==> src/rtl/fir_pkg.sv <==
// Shared types and sizing for the FIR coefficient controller.
// Tap count and width are fixed here for the 31-tap systolic FIR.
package fir_pkg;
  localparam int C_W       = 12;
  localparam int C_NUM     = 31;
  localparam int AW        = $clog2(C_NUM);
  localparam int FLUSH_CYC = C_NUM + 1;
  localparam int FW        = $clog2(FLUSH_CYC + 1);

  typedef logic signed [C_W-1:0] coeff_t;

  typedef enum logic [2:0] {
    IDLE,
    LOAD,
    DRAIN,
    READY,
    FLUSH
  } ctrl_state_t;
endpackage

==> src/rtl/fir_coeff_ctrl_if.sv <==
// Coefficient stream handshake between the config side
// and the coefficient controller.
interface fir_coeff_ctrl_if;
  import fir_pkg::*;

  logic   cfg_valid;
  logic   cfg_ready;
  logic   cfg_last;
  coeff_t cfg_data;

  modport master (
    output cfg_valid,
    output cfg_data,
    output cfg_last,
    input  cfg_ready
  );

  modport slave (
    input  cfg_valid,
    input  cfg_data,
    input  cfg_last,
    output cfg_ready
  );
endinterface

==> src/rtl/fir_coeff_bank.sv <==
// Two-bank coefficient store: one write port, full-width
// read of the active bank for the MAC array.
module fir_coeff_bank
  import fir_pkg::*;
(
  input  logic                 clock,
  input  logic                 wr_en,
  input  logic                 wr_bank,
  input  logic [AW-1:0]        wr_addr,
  input  coeff_t               wr_data,
  input  logic                 bank_sel,
  output logic [C_NUM*C_W-1:0] taps
);
  coeff_t mem [2][C_NUM];

  always_ff @(posedge clock) begin
    if (wr_en && int'(wr_addr) < C_NUM)
      mem[wr_bank][wr_addr] <= wr_data;
  end

  for (genvar i = 0; i < C_NUM; i++) begin : g_rd
    assign taps[i*C_W +: C_W] = mem[bank_sel][i];
  end
endmodule

==> src/rtl/fir_coeff_ctrl.sv <==
// Coefficient load / bank-swap controller for the systolic FIR.
// Define FIR_COEFF_SYM_EN for half-length symmetric loads.
module fir_coeff_ctrl
  import fir_pkg::*;
(
  input  logic                 clock,
  input  logic                 reset,
  fir_coeff_ctrl_if.slave      cfg,
  input  logic                 commit,
  output logic                 coeff_wr_en,
  output logic                 coeff_wr_bank,
  output logic [AW-1:0]        coeff_wr_addr,
  output coeff_t               coeff_wr_data,
  output logic                 bank_sel,
  output logic                 fir_out_valid,
  output logic                 load_done,
  output logic                 swap_done,
  output logic                 err_len,
  output logic [C_NUM*C_W-1:0] taps
);
`ifdef FIR_COEFF_SYM_EN
  localparam int LEN = (C_NUM + 1) / 2;
`else
  localparam int LEN = C_NUM;
`endif
  localparam logic [AW-1:0] LAST_A = AW'(LEN - 1);
  localparam logic [AW-1:0] TOP_A  = AW'(C_NUM - 1);

  ctrl_state_t   state, state_n;
  logic [AW-1:0] cnt, cnt_n;
  logic [FW-1:0] fcnt, fcnt_n;
  logic          bank_n, ld_n, sw_n, err_n;
  logic          acc, in_ld, mir;
  logic [AW-1:0] wa;
  coeff_t        wd;

  assign in_ld = (state == IDLE) || (state == LOAD);
  assign cfg.cfg_ready =
    !((state == READY) || (state == FLUSH) || mir);
  assign acc = cfg.cfg_valid && cfg.cfg_ready;
  assign fir_out_valid = (state != FLUSH);

`ifdef FIR_COEFF_SYM_EN
  logic          mir_set;
  logic [AW-1:0] mir_addr;
  coeff_t        mir_data;

  // Mirror only words that continue a valid load; centre tap is written once.
  assign mir_set = acc && in_ld &&
    (cfg.cfg_last == (cnt == LAST_A)) &&
    ((TOP_A - cnt) != cnt);

  always_ff @(posedge clock) begin
    if (reset) begin
      mir      <= 1'b0;
      mir_addr <= '0;
      mir_data <= '0;
    end else begin
      mir <= mir_set;
      if (mir_set) begin
        mir_addr <= TOP_A - cnt;
        mir_data <= cfg.cfg_data;
      end
    end
  end

  assign wa = mir ? mir_addr : cnt;
  assign wd = mir ? mir_data : cfg.cfg_data;
`else
  assign mir = 1'b0;
  assign wa  = cnt;
  assign wd  = cfg.cfg_data;
`endif

  assign coeff_wr_en   = (acc && in_ld) || mir;
  assign coeff_wr_bank = coeff_wr_en & ~bank_sel;
  assign coeff_wr_addr = coeff_wr_en ? wa : '0;
  assign coeff_wr_data = coeff_wr_en ? wd : '0;

  always_ff @(posedge clock) begin
    if (reset) begin
      state     <= IDLE;
      cnt       <= '0;
      fcnt      <= '0;
      bank_sel  <= 1'b0;
      load_done <= 1'b0;
      swap_done <= 1'b0;
      err_len   <= 1'b0;
    end else begin
      state     <= state_n;
      cnt       <= cnt_n;
      fcnt      <= fcnt_n;
      bank_sel  <= bank_n;
      load_done <= ld_n;
      swap_done <= sw_n;
      err_len   <= err_n;
    end
  end

  always_comb begin
    state_n = state;
    cnt_n   = cnt;
    fcnt_n  = fcnt;
    bank_n  = bank_sel;
    ld_n    = 1'b0;
    sw_n    = 1'b0;
    err_n   = 1'b0;
    unique case (state)
      IDLE, LOAD: begin
        if (acc) begin
          if (cfg.cfg_last && cnt == LAST_A) begin
            ld_n    = 1'b1;
            cnt_n   = '0;
            state_n = READY;
          end else if (cfg.cfg_last) begin
            err_n   = 1'b1;
            cnt_n   = '0;
            state_n = IDLE;
          end else if (cnt == LAST_A) begin
            err_n   = 1'b1;
            cnt_n   = '0;
            state_n = DRAIN;
          end else begin
            cnt_n   = cnt + AW'(1);
            state_n = LOAD;
          end
        end
      end
      DRAIN: begin
        if (acc && cfg.cfg_last)
          state_n = IDLE;
      end
      READY: begin
        if (commit && !mir) begin
          bank_n  = ~bank_sel;
          sw_n    = 1'b1;
          fcnt_n  = FW'(FLUSH_CYC);
          state_n = FLUSH;
        end
      end
      FLUSH: begin
        if (fcnt == FW'(1)) begin
          fcnt_n  = '0;
          state_n = IDLE;
        end else begin
          fcnt_n = fcnt - FW'(1);
        end
      end
      default: state_n = IDLE;
    endcase
  end

  fir_coeff_bank u_bank (
    .clock    (clock),
    .wr_en    (coeff_wr_en),
    .wr_bank  (coeff_wr_bank),
    .wr_addr  (coeff_wr_addr),
    .wr_data  (coeff_wr_data),
    .bank_sel (bank_sel),
    .taps     (taps)
  );
endmodule

==> src/flat_wrapper.sv <==
// flat-port wrapper written by rule: the top's interface ports become plain ports
module fir_coeff_ctrl_flat import fir_pkg::*;
  (clock, reset, commit, coeff_wr_en, coeff_wr_bank, coeff_wr_addr, coeff_wr_data, bank_sel, fir_out_valid, load_done, swap_done, err_len, taps, cfg_cfg_valid, cfg_cfg_data, cfg_cfg_last, cfg_cfg_ready);
  fir_coeff_ctrl_if cfg_i ();
  input  logic clock;
  input  logic reset;
  input  logic commit;
  output logic coeff_wr_en;
  output logic coeff_wr_bank;
  output logic [AW-1:0] coeff_wr_addr;
  output coeff_t coeff_wr_data;
  output logic bank_sel;
  output logic fir_out_valid;
  output logic load_done;
  output logic swap_done;
  output logic err_len;
  output logic [C_NUM*C_W-1:0] taps;
  input wire logic [$bits(cfg_i.cfg_valid)-1:0] cfg_cfg_valid;
  input wire logic [$bits(cfg_i.cfg_data)-1:0] cfg_cfg_data;
  input wire logic [$bits(cfg_i.cfg_last)-1:0] cfg_cfg_last;
  output wire logic [$bits(cfg_i.cfg_ready)-1:0] cfg_cfg_ready;
  assign cfg_i.cfg_valid = cfg_cfg_valid;
  assign cfg_i.cfg_data = cfg_cfg_data;
  assign cfg_i.cfg_last = cfg_cfg_last;
  assign cfg_cfg_ready = cfg_i.cfg_ready;
  fir_coeff_ctrl u_core (.clock(clock), .reset(reset), .cfg(cfg_i), .commit(commit), .coeff_wr_en(coeff_wr_en), .coeff_wr_bank(coeff_wr_bank), .coeff_wr_addr(coeff_wr_addr), .coeff_wr_data(coeff_wr_data), .bank_sel(bank_sel), .fir_out_valid(fir_out_valid), .load_done(load_done), .swap_done(swap_done), .err_len(err_len), .taps(taps));
endmodule
==> config.mk <==
export PLATFORM = sky130hd
export DESIGN_NAME = fir_coeff_ctrl_flat
export DESIGN_NICKNAME = d
export VERILOG_FILES = /design/src/rtl/fir_pkg.sv /design/src/rtl/fir_coeff_ctrl_if.sv /design/src/rtl/fir_coeff_bank.sv /design/src/rtl/fir_coeff_ctrl.sv /design/src/flat_wrapper.sv
export SDC_FILE = /design/constraint.sdc
export NUM_CORES = 1
export LEC_CHECK = 0
export BUFFER_PORTS_ARGS = -buffer_cell sky130_fd_sc_hd__buf_4
export CAP_MARGIN = 0
export CORE_MARGIN = 1.5
export CORE_UTILIZATION = 50
export DETAILED_ROUTE_END_ITERATION = 10
export PLACE_DENSITY = 0.77
export SYNTH_ARGS = -nofsm -noshare
export SYNTH_HDL_FRONTEND = slang
export SYNTH_SLANG_ARGS = --single-unit
export TNS_END_PERCENT = 30
==> constraint.sdc <==
create_clock -name clock -period 3 [get_ports clock]
set_input_delay 0.6 -clock clock [delete_from_list [all_inputs] [get_ports clock]]
set_output_delay 0.6 -clock clock [all_outputs]
set_load 0.01 [all_outputs]
; ---- Yosys cells after proc, flatten, opt, wreduce, memory -nomap -nowiden
; Memory sizes are Yosys's and may differ from the RTL's. A register that Yosys moved wholly into a read port is not among the register bits.
; Index checks and enable logic that the tools add are counted.
[word_totals]
in_bits = 17
n_memories = 1
reg_bits = 18
mem_bits_rw = 744
[classes]
bitwise = 6
n_mux = 26
add_sub_neg = 2
magnitude_cmp = 3
reduce_logical = 19
n_eq_ne = 11
[mem_list]
columns = memory, words, width, rd, rd_ports_with_merged_regs, wr, line
row1 = u_core.u_bank.mem, 2, 372, 1, 1, 1, fir_coeff_bank.sv:14  ; coeff_t mem [2][C_NUM];
[op_table]
columns = cell, count
row1 = $mux W372, 1
row2 = $demux W12 S5, 1
row3 = $mux W12, 2
row4 = $mux W5, 4
row5 = $mux W3, 6
row6 = $mux W6, 2
row7 = $pmux W3 S4, 1
row8 = $pmux W6 S2, 1
row9 = $mux W1, 7
row10 = $eq A3 B2 Y1 const B, 2
row11 = $eq A6 B1 Y1 const B, 1
row12 = $ge A6 B6 Y1 const B, 1
row13 = $logic_and A1 B1 Y1, 6
row14 = $lt A6 B1 Y1 const B, 1
row15 = $not A5 Y6, 1
row16 = $reduce_and A2 Y1, 3
row17 = $sub A6 B1 Y6 const B, 1
row18 = $add A5 B1 Y5 const B, 1
row19 = $eq A5 B5 Y1 const B, 1
row20 = $lt A5 B5 Y1 const B, 1
row21 = $ne A2 B1 Y1 const B, 2
row22 = $ne A2 B2 Y1 const B, 2
row23 = $not A1 Y1, 4
row24 = $reduce_and A4 Y1, 1
row25 = 12 further kinds, 14

; ---- Depth between registers and ports, before layout
; Gate-level depths: netlist of the first run.
[depth]
ltp_word = 12
ltp_mapped = 9
depth_no_buf = 8

; ---- Cells and area by module
; Synthesis of the first run repeated with hierarchy kept, for this count alone.
[unflattened]
hier_cells = 1374
hier_area_um2 = 28223.3
[by_module_without_submodules]
columns = mod, instances, seq_area_each_um2, area_each_um2, cells_each
row1 = fir_coeff_bank, 1, 22341.4, 27188.6, 1248
row2 = fir_coeff_ctrl, 1, 360.3, 1034.7, 126

; ---- Worst setup path after synthesis of the first run
; OpenSTA, ideal clock, no wires.
[synth_path]
path_type = input-to-reg
startpoint = in cfg_cfg_valid
endpoint = mem u_core.u_bank.mem[0][72] (netlist name) (enable)
cell_stages = 6
required_time_ps = 2588
path_slack_ps = -150
setup_time_ps = 412
arrival_time_ps = 2738
cell_sequence = or3b_1 -> inv_2 -> and2_1 -> buf_2 -> nand3b_1 -> nor4_1
[synth_between]
elab_chain_len = 9
elab_cells_between_ends = 14
[synth_lines]
columns = element, line
row1 = start: declaration, flat_wrapper.sv:18  ; input wire logic [$bits(cfg_i.cfg_valid)-1:0] cfg_cfg_valid;
row2 = $logic_and A1 B1 Y1 (*), fir_coeff_ctrl.sv:40  ; assign acc = cfg.cfg_valid && cfg.cfg_ready;
row3 = $logic_and A1 B1 Y1 (*), fir_coeff_ctrl.sv:75  ; assign coeff_wr_en = (acc && in_ld) || mir;
row4 = $mux W5 (*), fir_coeff_ctrl.sv:77  ; assign coeff_wr_addr = coeff_wr_en ? wa : '0;
row5 = net coeff_wr_addr[3], flat_wrapper.sv:10  ; output logic [AW-1:0] coeff_wr_addr;
row6 = $not A5 Y6 (implied by the code), fir_coeff_bank.sv:18  ; mem[wr_bank][wr_addr] <= wr_data;
row7 = $ge A6 B6 Y1 (implied by the code) or $lt A6 B1 Y1 (tied branches), fir_coeff_bank.sv:18
row8 = $logic_and A1 B1 Y1 (implied by the code), fir_coeff_bank.sv:18
row9 = $mux W12 (implied by the code), fir_coeff_bank.sv:18
row10 = $demux W12 S5, fir_coeff_bank.sv:18
row11 = $mux W372 (implied by the code) (*), fir_coeff_bank.sv:18
row12 = end: declaration, fir_coeff_bank.sv:14
; The timed path passes the listed nets; every way through them passes the cells marked *.

==> results of run 1 <==
## worst reg2reg max path: stages (launching register included)
cell and delay, ps:
dfxtp_1 330, or3b_1 410, inv_2 170, and2_1 240, nand2_1 520, nor2_1 300
buf_4 240
## registers in the layout (all words and copies together) (netlist names), named ones only
name	count
u_core.state	3
u_core.load_done	1
u_core.cnt	5
u_core.swap_done	1
u_core.err_len	1
u_core.u_bank.mem	744
u_core.bank_sel	1
u_core.fcnt	6
## cell families (layout without fill, tap and decap cells)
kind of cell,count (synthesis),count (layout)
flops,763,763
mux,373,373
simple gates,153,153
buf+inv,62,670
compound gates,19,19
fa+ha+maj,7,7
xor+xnor,3,3
other cells,0,1
## cells in the final DEF (no fill, tap or decap), types with 3 or more instances in the layout
cell type,instances
nor2_1,86
mux2_2,372
clkinvlp_4,3
nor3_1,3
nand2_1,17
buf_4,504
a31oi_1,4
clkinv_4,4
nand4_1,3
or3_1,4
and2_2,12
nand3_1,6
nand3b_1,5
inv_1,7
bufinv_16,9
clkinv_2,9
a21oi_1,6
and2_1,4
buf_12,18
ha_1,7
clkinv_1,17
edfxtp_1,744
clkbuf_1,14
xor2_1,3
dfxtp_1,18
clkbuf_16,81
## how the worst max path moves through the flow
stage,slack [ps],endpoint,startpoint
floorplan,120,coeff_wr_data[10],cfg_cfg_valid
global placement,160,u_core.u_bank.mem[0][53],cfg_cfg_valid
detailed placement,80,u_core.u_bank.mem[1][49],cfg_cfg_valid
CTS,20,taps[340],register
global route,40,taps[103],register
finish,110,taps[102],register
## where the power goes
group	total [W]	leakage, nW	internal (W)	switching, W
clock	0.00957	1.23	0.00570	0.00387
sequential	0.0117	6.95	0.0117	0.0000117
combinational	0.000384	4.28	0.0000829	0.000301
total	0.0217	12.5	0.0175	0.00418
## metrics by stage
step	cell area (sq um)	cells
after floorplan	28100	1380
after global placement	33000	2597
after detailed placement	33000	2597
final	35600	2737
after CTS	35500	2736
after global routing	35600	2736
## layout make-up
type,count,area (sq um),area share
sequential,763,22700,0.639
multi-input combinational,555,5170,0.145
timing repair buffer,523,4160,0.117
clock buffer,95,2080,0.0585
tap,748,936,0.0263
clock inverter,44,454,0.0128
inverter,8,30.0,0.000845
antenna,1,2.50,0.0000704
## per-layer routing
layer  vias up  GRT usage
met2       620      0.395
met4         0     0.0852
li1       6476          -
met1      7578      0.313
met3       104     0.0615
met5         -          0
==> flow_metrics.tcl, run 1 <==
set metrics [dict create \
    wl_um 70100 \
    synth.most_common_cell "edfxtp_1" \
    synth_edf_count 744 \
    netlist_top_cells_count "edfxtp_1, mux2_2, nor2_1" \
    postLayoutSetupSlackWorst_ps 109 \
    rrSetupSlack_ps 480 \
    grt_max_degree 88 \
    skew_ps 17.4 \
    synth_adder_area_share 0.00311 \
    syn_to_final_growth_pct 26.4 \
    synth-main-ff-cell "edfxtp_1" \
    dp_slack_ps 75.6 \
    design.die.area_sq_um 57700 \
    tightest_slew_ps 805 \
    cts_buffers 77 \
    grt_pass1_vias 14900 \
    synth-xor-area-share 0.000934 \
    drc_errors 0 \
    syn_inst 1380 \
    cap_violations 0 \
    clock_sinks 763 \
    synth_simple_gate_area_frac 0.0255 \
    htreeDepth 3 \
    viasPerCell 5.40 \
    gp_congestion 0.799 \
    post_cts_buffers 0 \
    met2_length_um 34600 \
    ys_types 36 \
    grt_pass1_wl_um 98900 \
    drive_gt1_frac 0.514 \
    finalSetupViolations 0 \
    ant_nets 0 \
    worstSetupPathType "register to primary output" \
    ys_warn_count 0 \
    synth_area_leader_cell "edfxtp_1" \
    core_area_sq_um 55300 \
    cp_max_fo 87 \
    die_x_um 240 \
    cts_resized 0 \
    cp-end-kind "primary output" \
    r2r_end "u_core.u_bank.mem[0][53]" \
    postCtsHoldBufs 0 \
    synth_nets 1404 \
    worstPathRequired_ps 2400 \
    status "completed" \
    critPathLaunchType "register" \
    drtIter0Drc 1097 \
    grt_usage 0.241 \
    cpPeakStageDelay_ps 580 \
    nFillCells 3749 \
    synth_area_sq_um 28100 \
    finalHoldViolCount 0 \
    power_leakage_nw 12.5 \
    hp-class "primary input to register" \
    yosysSeqAreaShare 0.808 \
    antenna_found_initial 1 \
    dp_hpwl_um 42700 \
    hold_end "u_core.swap_done" \
    total_power_w 0.0217 \
    min_from "commit" \
    clk-insertion-delay-late_ps 610 \
    whs_ps 260 \
    peakVddDrop_v 0.000425 \
    synth_mux_area_frac 0.149 \
    fmax_mhz 346 \
    worst-r2r-cell-count 6 \
    tns_ps 0 \
    crit_family "flip-flops" \
    cts_tree "yes" \
    cts_root_buffer "clkbuf_16" \
    async_reset_ff_frac 0 \
    rsz0062_at_grt "no" \
    num_vias 14800 \
    path_buf_inv 2 \
    slowest_stage "dfxtp_4" \
    synth_top_cell_area_share 0.794 \
    clockBufferDepth 3 \
    crit_cells 3 \
    drt-wirelength-per-cell_um 25.6 \
    cts.clk_slew.worst_paths_ps 60 \
    power.density_nw_per_um2 610 \
    syn_area_per_cell_sq_um 20.4 \
    slew_violations 0 \
    relSlewSlack 0.462 \
    dr_wl_met3_um 5580 \
    finalCriticalPeriod_ps 2890 \
    cp.arrival_ps 2290 \
    crit-reg2reg-launch "u_core.state[2]" \
    start_util 0.508 \
    synth_top_family_by_area "multiplexers" \
    die_h_um 240 \
    grt_overflow 0 \
    utilization 0.643 \
    final_net_count 1952 \
    final.period_utilization 0.964 \
    maxUsedRoutingLayer "met4" \
    worstHoldPathCells 3 \
    num_io_pins 414 \
    drt-met1-wl_um 28000 \
    synth-seq-cells 763 \
    first_pass_iters 5 \
    cp_cell_sequence "buf_12 > mux2_2 > buf_4" \
    numPortBuffers 413 \
    num_rows 86 \
    synth_compound_area_frac 0.00427 \
    synth_area_leaders "edfxtp_1, mux2_2, dfxtp_1" \
]
Note: power is estimated with default switching activity, not from simulation.
==> run 2, diff against run 1 <==
--- a/config.mk
+++ b/config.mk
@@ -10,5 +10,5 @@
 export CORE_MARGIN = 1.5
-export CORE_UTILIZATION = 50
+export CORE_UTILIZATION = 45
 export DETAILED_ROUTE_END_ITERATION = 10
-export PLACE_DENSITY = 0.77
+export PLACE_DENSITY = 0.71
 export SYNTH_ARGS = -nofsm -noshare
==> constraint.sdc (replaced) <==
create_clock -name clock -period 3 [get_ports clock]
set_input_delay 0.15 -clock clock [delete_from_list [all_inputs] [get_ports clock]]
set_output_delay 0.15 -clock clock [all_outputs]
set_load 0.01 [all_outputs]
==> run 2 against run 1 <==
Sequential share of layout area about the same. Final cell count up 3.7%. Clock power down 6.1%. Global-route usage down 2.2 points. Non-clock buffer count up 8. Worst hold slack worse by 100 ps. Sequential power about the same. First-iteration DRC count down 2.7%. Register-to-register slack worse by 110 ps. Flip-flop and latch count unchanged. Largest cell class unchanged.
==> flow_metrics.tcl, run 2 (synthesized netlist as in run 1, its figures left out) <==
set metrics [dict create \
    intPower_w 0.0169 \
    die_h_um 253 \
    rsz0062_at_grt "no" \
    critPathLaunchType "register" \
    p_clk_frac 0.426 \
    cts_buffers 77 \
    status "completed" \
    antenna_found_initial 2 \
    grt_pass1_wl_um 99900 \
    drt-wirelength-per-cell_um 24.9 \
    final.period_utilization 0.933 \
    viasPerCell 5.17 \
    hp-class "primary input to register" \
    reg.largest.list "u_core.u_bank.mem (744), u_core.fcnt (6), u_core.cnt (5)" \
    total_power_w 0.0211 \
    cp_common_cell "buf_4" \
    worstHoldPathCells 2 \
    drtIter0Drc 1067 \
    tightest_slew_ps 746 \
    regMostFlops "u_core.u_bank.mem" \
    path_buf_inv 4 \
    num_vias 14700 \
    combPwrFrac 0.019 \
    power_leakage_nw 12.4 \
    grt_pass1_vias 14900 \
    final_net_count 1960 \
    htreeDepth 3 \
    post_cts_buffers 0 \
    tns_ps 0 \
    worst-r2r-cell-count 9 \
    power.density_nw_per_um2 594 \
    cap_violations 0 \
    drive_gt1_frac 0.512 \
    first_pass_iters 5 \
    cpPeakStageDelay_ps 420 \
    largest_reg_flops 744 \
    start_util 0.456 \
    gp_congestion 0.800 \
    ant_nets 0 \
    relSlewSlack 0.502 \
    skew_ps 18.6 \
    worstPathRequired_ps 2850 \
    slew_violations 0 \
    seqPwrFrac 0.555 \
    finalSetupViolations 0 \
    finalHoldViolCount 0 \
    clock_sinks 763 \
    grt_overflow 0 \
    design.die.area_sq_um 64000 \
    most-common-layout-cells "edfxtp_1, buf_4, mux2_2, nor2_1, clkbuf_16" \
    cts_root_buffer "clkbuf_16" \
    cp-end-kind "primary output" \
    cts.clk_slew.worst_paths_ps 60 \
    cp.arrival_ps 2650 \
    clockBufferDepth 3 \
    crit_family "buffers and inverters" \
    grt_max_degree 64 \
    wl_um 70600 \
    crit_cells 6 \
    rrSetupSlack_ps 370 \
    clk-insertion-delay-late_ps 620 \
    die_x_um 253 \
    peakVddDrop_v 0.000429 \
    cp_cell_sequence "or3b_1 > inv_2 > buf_4 > and2_2 > buf_12 > buf_4" \
    p_sw_frac 0.199 \
    core_area_sq_um 61700 \
    cts_tree "yes" \
    finalCriticalPeriod_ps 2800 \
    fmax_mhz 357 \
    dp_hpwl_um 43700 \
    syn_to_final_growth_pct 26.5 \
    slowest_stage "or3b_1" \
    num_io_pins 414 \
    num_rows 91 \
    worstSetupPathType "register to primary output" \
    net-switching-power_w 0.00420 \
    grt_usage 0.219 \
    cp_max_fo 64 \
    numPortBuffers 413 \
    drc_errors 0 \
    layout_commonest_cell "edfxtp_1" \
]
[run 2: changes by cell type in the layout (fill, tap and decap cells not counted)]
cell	previous run	this run
and2_2	12	11
inv_6	2	6
buf_4	504	507
dlygate4sd3_1	0	6
and2_4	1	2
clkinv_2	9	15
clkinvlp_4	3	5
buf_6	1	0
clkbuf_1	14	16
clkinv_4	4	1
clkbuf_16	81	79
bufinv_16	9	3
[run 2: timing repair]
item,4_1_cts,5_1_grt
setup endpoints to repair,1,0
hold buffers,6,0
resized for setup,1,0
endpoints found under the hold margin,21,0
[run 2: area by class of cell]
type / instances / area, sq um
diodes: 1 / 2.50
clock buffers: 95 / 2040
clock inverters: 47 / 328
fillers: 4630 / 26100
inverters: 8 / 30.0
multi-input cells: 555 / 5170
flip-flops and latches: 763 / 22700
well taps: 837 / 1050
repair buffers: 531 / 4230
[run 2: routing by layer]
| layer | vias up | global-route usage | wire length, um |
|---|---|---|---|
| met5 | - | 0 | 23 |
| met4 | 4 | 0.0654 | 1490 |
| met3 | 91 | 0.0586 | 5580 |
| met2 | 551 | 0.355 | 34200 |
| met1 | 7541 | 0.291 | 29300 |
| li1 | 6491 | - | - |
[run 2: final timing paths]
kind                   start                         to
max reg2reg    u_core.cnt[0]              u_core.cnt[3]
min reg2reg   u_core.fcnt[3]             u_core.fcnt[3]
min          cfg_cfg_data[3]  u_core.u_bank.mem[0][279]
max          u_core.state[2]           coeff_wr_data[8]
[run 2: power by group through the flow]
stage | combinational, W | clock [W] | sequential (W)
floorplan | 0.000128 | 0 | 0.0120
global placement | 0.000388 | 0 | 0.0120
detailed placement | 0.000400 | 0 | 0.0120
CTS | 0.000406 | 0.00919 | 0.0117
global route | 0.000424 | 0.00959 | 0.0117
finish | 0.000397 | 0.00899 | 0.0117
[run 2: metrics by stage]
stage                     cells  utilization  hold WS, ps  area, sq um  setup slack [ps]
after detailed placement   2688        0.537          467        33100               573
final                      2837        0.576          159        35600               202
after global routing       2836        0.576          146        35600               112
after floorplan            1380            -          305        28100               114
after global placement     2688        0.537          457        33100               599
after CTS                  2836        0.576          125        35600               194
